### src/rtl/reg_bank_if.sv
// Bus bundle for reg_bank: write strobe/op/address/data, read addresses,
// registered read data and sticky overflow flag. master drives, slave is the bank.
interface reg_bank_if #(
  parameter int WIDTH = 4,
  parameter int NREGS = 4
);
  localparam int AW = $clog2(NREGS);

  logic [WIDTH-1:0] DBUS;
  logic             Wn;
  logic [1:0]       Op;
  logic [AW-1:0]    WAddr;
  logic [AW-1:0]    RAddrA;
  logic [AW-1:0]    RAddrB;
  logic [WIDTH-1:0] QA;
  logic [WIDTH-1:0] QB;
  logic             Ovf;

  modport master (
    output DBUS, Wn, Op, WAddr, RAddrA, RAddrB,
    input  QA, QB, Ovf
  );

  modport slave (
    input  DBUS, Wn, Op, WAddr, RAddrA, RAddrB,
    output QA, QB, Ovf
  );
endinterface

### src/rtl/reg_bank.sv
// NREGS x WIDTH register bank: one write port (LOAD/MOVE/INC/CLR, Wn active low),
// two write-first registered read ports QA/QB, sticky INC-wrap flag Ovf.
module reg_bank #(
  parameter int WIDTH = 4,
  parameter int NREGS = 4
) (
  input logic      Clock,
  input logic      Resetn,
  reg_bank_if.slave bus
);
  localparam int AW = $clog2(NREGS);
  localparam logic [AW:0] NR = (AW+1)'(NREGS);

  localparam logic [1:0] OP_LOAD = 2'b00;
  localparam logic [1:0] OP_MOVE = 2'b01;
  localparam logic [1:0] OP_INC  = 2'b10;
  localparam logic [1:0] OP_CLR  = 2'b11;

  logic [WIDTH-1:0] regs [NREGS];
  logic [WIDTH-1:0] nxt  [NREGS];

  logic             wa_ok;
  logic             ra_ok;
  logic [WIDTH-1:0] cur;
  logic [WIDTH-1:0] src;
  logic             wr_en;
  logic [WIDTH-1:0] wr_data;
  logic             ovf_set;
  logic [WIDTH-1:0] rda;
  logic [WIDTH-1:0] rdb;

  assign wa_ok = {1'b0, bus.WAddr} < NR;
  assign ra_ok = {1'b0, bus.RAddrA} < NR;

  always_comb begin
    cur = '0;
    src = '0;
    for (int i = 0; i < NREGS; i++) begin
      if (bus.WAddr == AW'(i))  cur = regs[i];
      if (bus.RAddrA == AW'(i)) src = regs[i];
    end
  end

  always_comb begin
    wr_en   = 1'b0;
    wr_data = '0;
    ovf_set = 1'b0;
    if (!bus.Wn && wa_ok) begin
      unique case (1'b1)
        bus.Op == OP_LOAD: begin
          wr_en   = 1'b1;
          wr_data = bus.DBUS;
        end
        bus.Op == OP_MOVE: begin
          // invalid source suppresses the write entirely
          wr_en   = ra_ok;
          wr_data = src;
        end
        bus.Op == OP_INC: begin
          wr_en   = 1'b1;
          wr_data = cur + WIDTH'(1);
          ovf_set = &cur;
        end
        bus.Op == OP_CLR: begin
          wr_en   = 1'b1;
          wr_data = '0;
        end
        default: ;
      endcase
    end
  end

  // post-write view feeds the read ports (write-first)
  always_comb begin
    rda = '0;
    rdb = '0;
    for (int i = 0; i < NREGS; i++) begin
      if (wr_en && bus.WAddr == AW'(i)) nxt[i] = wr_data;
      else                              nxt[i] = regs[i];
    end
    for (int i = 0; i < NREGS; i++) begin
      if (bus.RAddrA == AW'(i)) rda = nxt[i];
      if (bus.RAddrB == AW'(i)) rdb = nxt[i];
    end
  end

  always_ff @(posedge Clock or negedge Resetn) begin
    if (!Resetn) begin
      for (int i = 0; i < NREGS; i++) regs[i] <= '0;
      bus.QA  <= '0;
      bus.QB  <= '0;
      bus.Ovf <= 1'b0;
    end else begin
      for (int i = 0; i < NREGS; i++) regs[i] <= nxt[i];
      bus.QA <= rda;
      bus.QB <= rdb;
      if (ovf_set) bus.Ovf <= 1'b1;
    end
  end
endmodule
### src/flat_wrapper.sv
// flat-port wrapper written by rule: the top's interface ports become plain ports
module reg_bank_flat 
#(
  parameter int WIDTH = 4,
  parameter int NREGS = 4
)
  (Clock, Resetn, bus_DBUS, bus_Wn, bus_Op, bus_WAddr, bus_RAddrA, bus_RAddrB, bus_QA, bus_QB, bus_Ovf);
  reg_bank_if #(.WIDTH(WIDTH), .NREGS(NREGS)) bus_i ();
  input logic Clock;
  input logic Resetn;
  input wire logic [$bits(bus_i.DBUS)-1:0] bus_DBUS;
  input wire logic [$bits(bus_i.Wn)-1:0] bus_Wn;
  input wire logic [$bits(bus_i.Op)-1:0] bus_Op;
  input wire logic [$bits(bus_i.WAddr)-1:0] bus_WAddr;
  input wire logic [$bits(bus_i.RAddrA)-1:0] bus_RAddrA;
  input wire logic [$bits(bus_i.RAddrB)-1:0] bus_RAddrB;
  output wire logic [$bits(bus_i.QA)-1:0] bus_QA;
  output wire logic [$bits(bus_i.QB)-1:0] bus_QB;
  output wire logic [$bits(bus_i.Ovf)-1:0] bus_Ovf;
  assign bus_i.DBUS = bus_DBUS;
  assign bus_i.Wn = bus_Wn;
  assign bus_i.Op = bus_Op;
  assign bus_i.WAddr = bus_WAddr;
  assign bus_i.RAddrA = bus_RAddrA;
  assign bus_i.RAddrB = bus_RAddrB;
  assign bus_QA = bus_i.QA;
  assign bus_QB = bus_i.QB;
  assign bus_Ovf = bus_i.Ovf;
  reg_bank #(.WIDTH(WIDTH), .NREGS(NREGS)) u_core (.Clock(Clock), .Resetn(Resetn), .bus(bus_i));
endmodule
### config.mk
export PLATFORM = sky130hd
export DESIGN_NAME = reg_bank_flat
export DESIGN_NICKNAME = d
export VERILOG_FILES = /design/src/rtl/reg_bank_if.sv /design/src/rtl/reg_bank.sv /design/src/flat_wrapper.sv
export SDC_FILE = /design/constraint.sdc
export NUM_CORES = 1
export LEC_CHECK = 0
export CORE_ASPECT_RATIO = 0.6
export CORE_UTILIZATION = 45
export CTS_BUF_LIST = sky130_fd_sc_hd__clkbuf_2 sky130_fd_sc_hd__clkbuf_4 sky130_fd_sc_hd__clkbuf_8
export CTS_CLUSTER_SIZE = 30
export DETAILED_ROUTE_END_ITERATION = 16
export PLACE_DENSITY = 0.72
export SLEW_MARGIN = 20
export SYNTH_ARGS = -nofsm -noshare
export SYNTH_HDL_FRONTEND = slang
export SYNTH_SLANG_ARGS = --single-unit
### constraint.sdc
create_clock -name Clock -period 2.3 [get_ports Clock]
set_input_delay 0.46 -clock Clock [delete_from_list [all_inputs] [get_ports Clock]]
set_output_delay 0.46 -clock Clock [all_outputs]
set_load 0.01 [all_outputs]
==> flow_summary.json, run 1 <==
{
  "wl_mm": 5.10,
  "syn_area_um2": 1600,
  "grt_pass1_wl_mm": 7.53,
  "drtPass1Iterations": 5,
  "rows": 16,
  "post-dp-hpwl_mm": 3.58,
  "crit_required_ns": 2.46,
  "place_area_um2": 2110,
  "path_cells": "mux4_2 -> ha_4 -> buf_6 -> nor4b_2 -> mux2i_1 -> a311oi_2 -> buf_4 -> buf_4 -> buf_6 -> mux2i_4 -> buf_6 -> a21boi_2",
  "detail-route-antenna-nets": 0,
  "num_vias": 1550,
  "synth_area_per_cell_um2": 11.8,
  "start_util_pct": 48.0,
  "synth_cell_type_count": 46,
  "cpLargestDelayFamily": "multiplexers",
  "syn_to_final_growth_pct": 48.0,
  "setup_violations": 6,
  "cts_sinks": 25,
  "antenna_found_initial": 0,
  "peakVddDrop_uv": 350,
  "slew_viol_final": 0,
  "violations": "setup timing",
  "power_density_nw_per_um2": 645,
  "die_y_um": 48.1,
  "rsz0062_at_grt": "yes",
  "min_path_type": "flip-flop to flip-flop",
  "setup_slack_ns": -0.339,
  "synthesis.instances": 135,
  "ys_ff_latch": 25,
  "coreArea_um2": 3320,
  "synthArstFlopShare_pct": 100,
  "finalCritPeriodShare_pct": 115,
  "rr_startpoint": "u_core.regs[1]",
  "crit_path_start": "u_core.regs[1]",
  "port_buffers": 23,
  "hold_depth": 1,
  "fillers": 229,
  "leakagePower_nw": 1.07,
  "finalCriticalPeriod_ns": 2.64,
  "num_io_pins": 24,
  "critPathSlowestCell": "mux4_2",
  "final_cell_mix": "buf_4, dfrtp_1, clkdlybuf4s50_1",
  "track_usage_pct": 28.1,
  "finClkSkew_ns": 0.00632,
  "die_x_um": 78.9,
  "worst_pin_slew_ns": 0.500,
  "wl_per_cell_um": 20.7,
  "status": "finished, violations left",
  "dieArea_um2": 3800,
  "cts_root_buffer": "clkbuf_8",
  "drive_gt1_share_pct": 41.8,
  "drc": 0,
  "crit_top_cell": "buf_6",
  "vias_per_cell": 6.30,
  "critPathCapture": "u_core.bus.QA[2]",
  "holdWs_ns": 0.503,
  "rrSetupSlack_ns": -0.34,
  "crit_cells": 12,
  "grt_overflow": 0,
  "clkLatencyLatePin_ns": 0.27,
  "antennaDiodeCount": 0,
  "reg2reg_depth": 12,
  "final_common_cell": "buf_4",
  "min_from": "u_core.bus.Ovf",
  "gp_congestion": 0.899,
  "slowest_delay_ns": 0.53,
  "max_freq_ghz": 0.379,
  "relSlewSlack_pct": 66.6,
  "dp_worst_setup_slack_ns": -1.04,
  "cts_buffer_depth": 2,
  "arrival_ns": 2.80,
  "design_area_um2": 2360,
  "worstSetupStartpointType": "flip-flop",
  "first_global_vias": 1488,
  "critPathKind": "flip-flop to flip-flop",
  "ys_warn_count": 0,
  "drt_iter0_markers": 237,
  "cp-end-kind": "flip-flop",
  "h-tree-depth": 1,
  "finalHoldViolCount": 0,
  "seq_area_frac_synth_pct": 39.2,
  "synth_edf_count": 0,
  "finalNetCount": 218,
  "synth_nets": 151,
  "cap_violations": 0,
  "cts_made_buffers": 3,
  "grt_max_degree": 26,
  "synthFlopType": "dfrtp_1",
  "cts_tree": "done",
  "path_clk_slew_ns": 0.09,
  "cp_max_fo": 4,
  "r2r_end": "u_core.bus.QA[2]",
  "crit_buf_inv": 5
}
## cell families after synthesis
group	count (synthesis)	synth area share, %
AO/OA/AOI/OAI	26	14.4
multiplexers	22	24.4
flip-flops	25	39.2
adder cells (fa/ha/maj)	1	0.784
AND/OR/NAND/NOR	48	16.8
buffers and inverters	13	4.39
## cell type report
cell class                      count  area (um2)  share of cell area, %
Timing Repair Buffer               70         591                   25.0
Inverter                            5        18.8                  0.794
Sequential cell                    25         626                   26.5
Multi-Input combinational cell     97        1020                   43.4
Tap cell                           45        56.3                   2.38
Clock inverter                      1        5.00                  0.212
Clock buffer                        3        41.3                   1.75
## flip-flops by register name, summed over array words and instances (netlist names)
signal,flops
u_core.regs,16
u_core.bus.QA,4
u_core.bus.QB,4
u_core.bus.Ovf,1
## timing repair
action,4_1_cts,5_1_grt
setup endpoints to repair,23,14
gates resized for setup,20,19
buffers inserted,8,4
pin swaps,6,6
hold buffers,0,0
## where the power goes
group          switching, mW  internal, mW  total [mW]
logic                  0.291         0.374       0.665
registers             0.0691         0.523       0.592
clock network          0.145         0.121       0.267
## worst min-delay path by stage
stage / end / slack (ns)
2_1_floorplan: u_core.bus.Ovf / 0.16
6_report: u_core.bus.Ovf / 0.50
5_1_grt: u_core.bus.Ovf / 0.51
3_3_place_gp: u_core.bus.Ovf / 0.46
3_5_place_dp: u_core.bus.Ovf / 0.47
4_1_cts: u_core.bus.Ovf / 0.49
## metal layers
layer  part of all wire [%]  GRT usage [%]
met5                      0              0
met4                    2.9           9.82
met3                     11           6.92
met2                     44           44.2
met1                     43           39.4
## cell usage after synthesis, types with 2 or more instances
master | instances | area (um2)
o21ai_0 | 2 | 10.0
a22o_1 | 2 | 17.5
dfrtp_1 | 25 | 626
nand2_1 | 12 | 45.0
nor2b_1 | 5 | 31.3
and2_1 | 2 | 12.5
a22oi_1 | 3 | 22.5
nand3b_1 | 2 | 15.0
o31ai_1 | 4 | 30.0
nand3_1 | 3 | 15.0
or3_1 | 2 | 12.5
mux2i_1 | 10 | 100
nor2_1 | 6 | 22.5
nand2b_1 | 4 | 25.0
inv_1 | 5 | 18.8
o31a_1 | 2 | 17.5
mux4_2 | 7 | 158
buf_6 | 2 | 22.5
nor4b_1 | 3 | 26.3
mux4_1 | 5 | 131
buf_2 | 4 | 20.0
## per-stage QoR
stage	instances	util (%)	total power [mW]	setup TNS, ns
4_1_cts	242	68.1	1.46	-0.970
3_5_place_dp	230	63.6	1.12	-13.22
5_1_grt	246	71.1	1.58	-2.30
3_3_place_gp	230	63.6	1.10	-11.50
2_1_floorplan	135	-	0.856	-0.620
6_report	246	71.1	1.52	-1.54
(Power assumes the default switching activity.)
==> run 2, diff against run 1 <==
- CAP_MARGIN: default -> 15
==> results of run 2 <==
The final DEF is identical to that of run 1; final timing and power are the same.
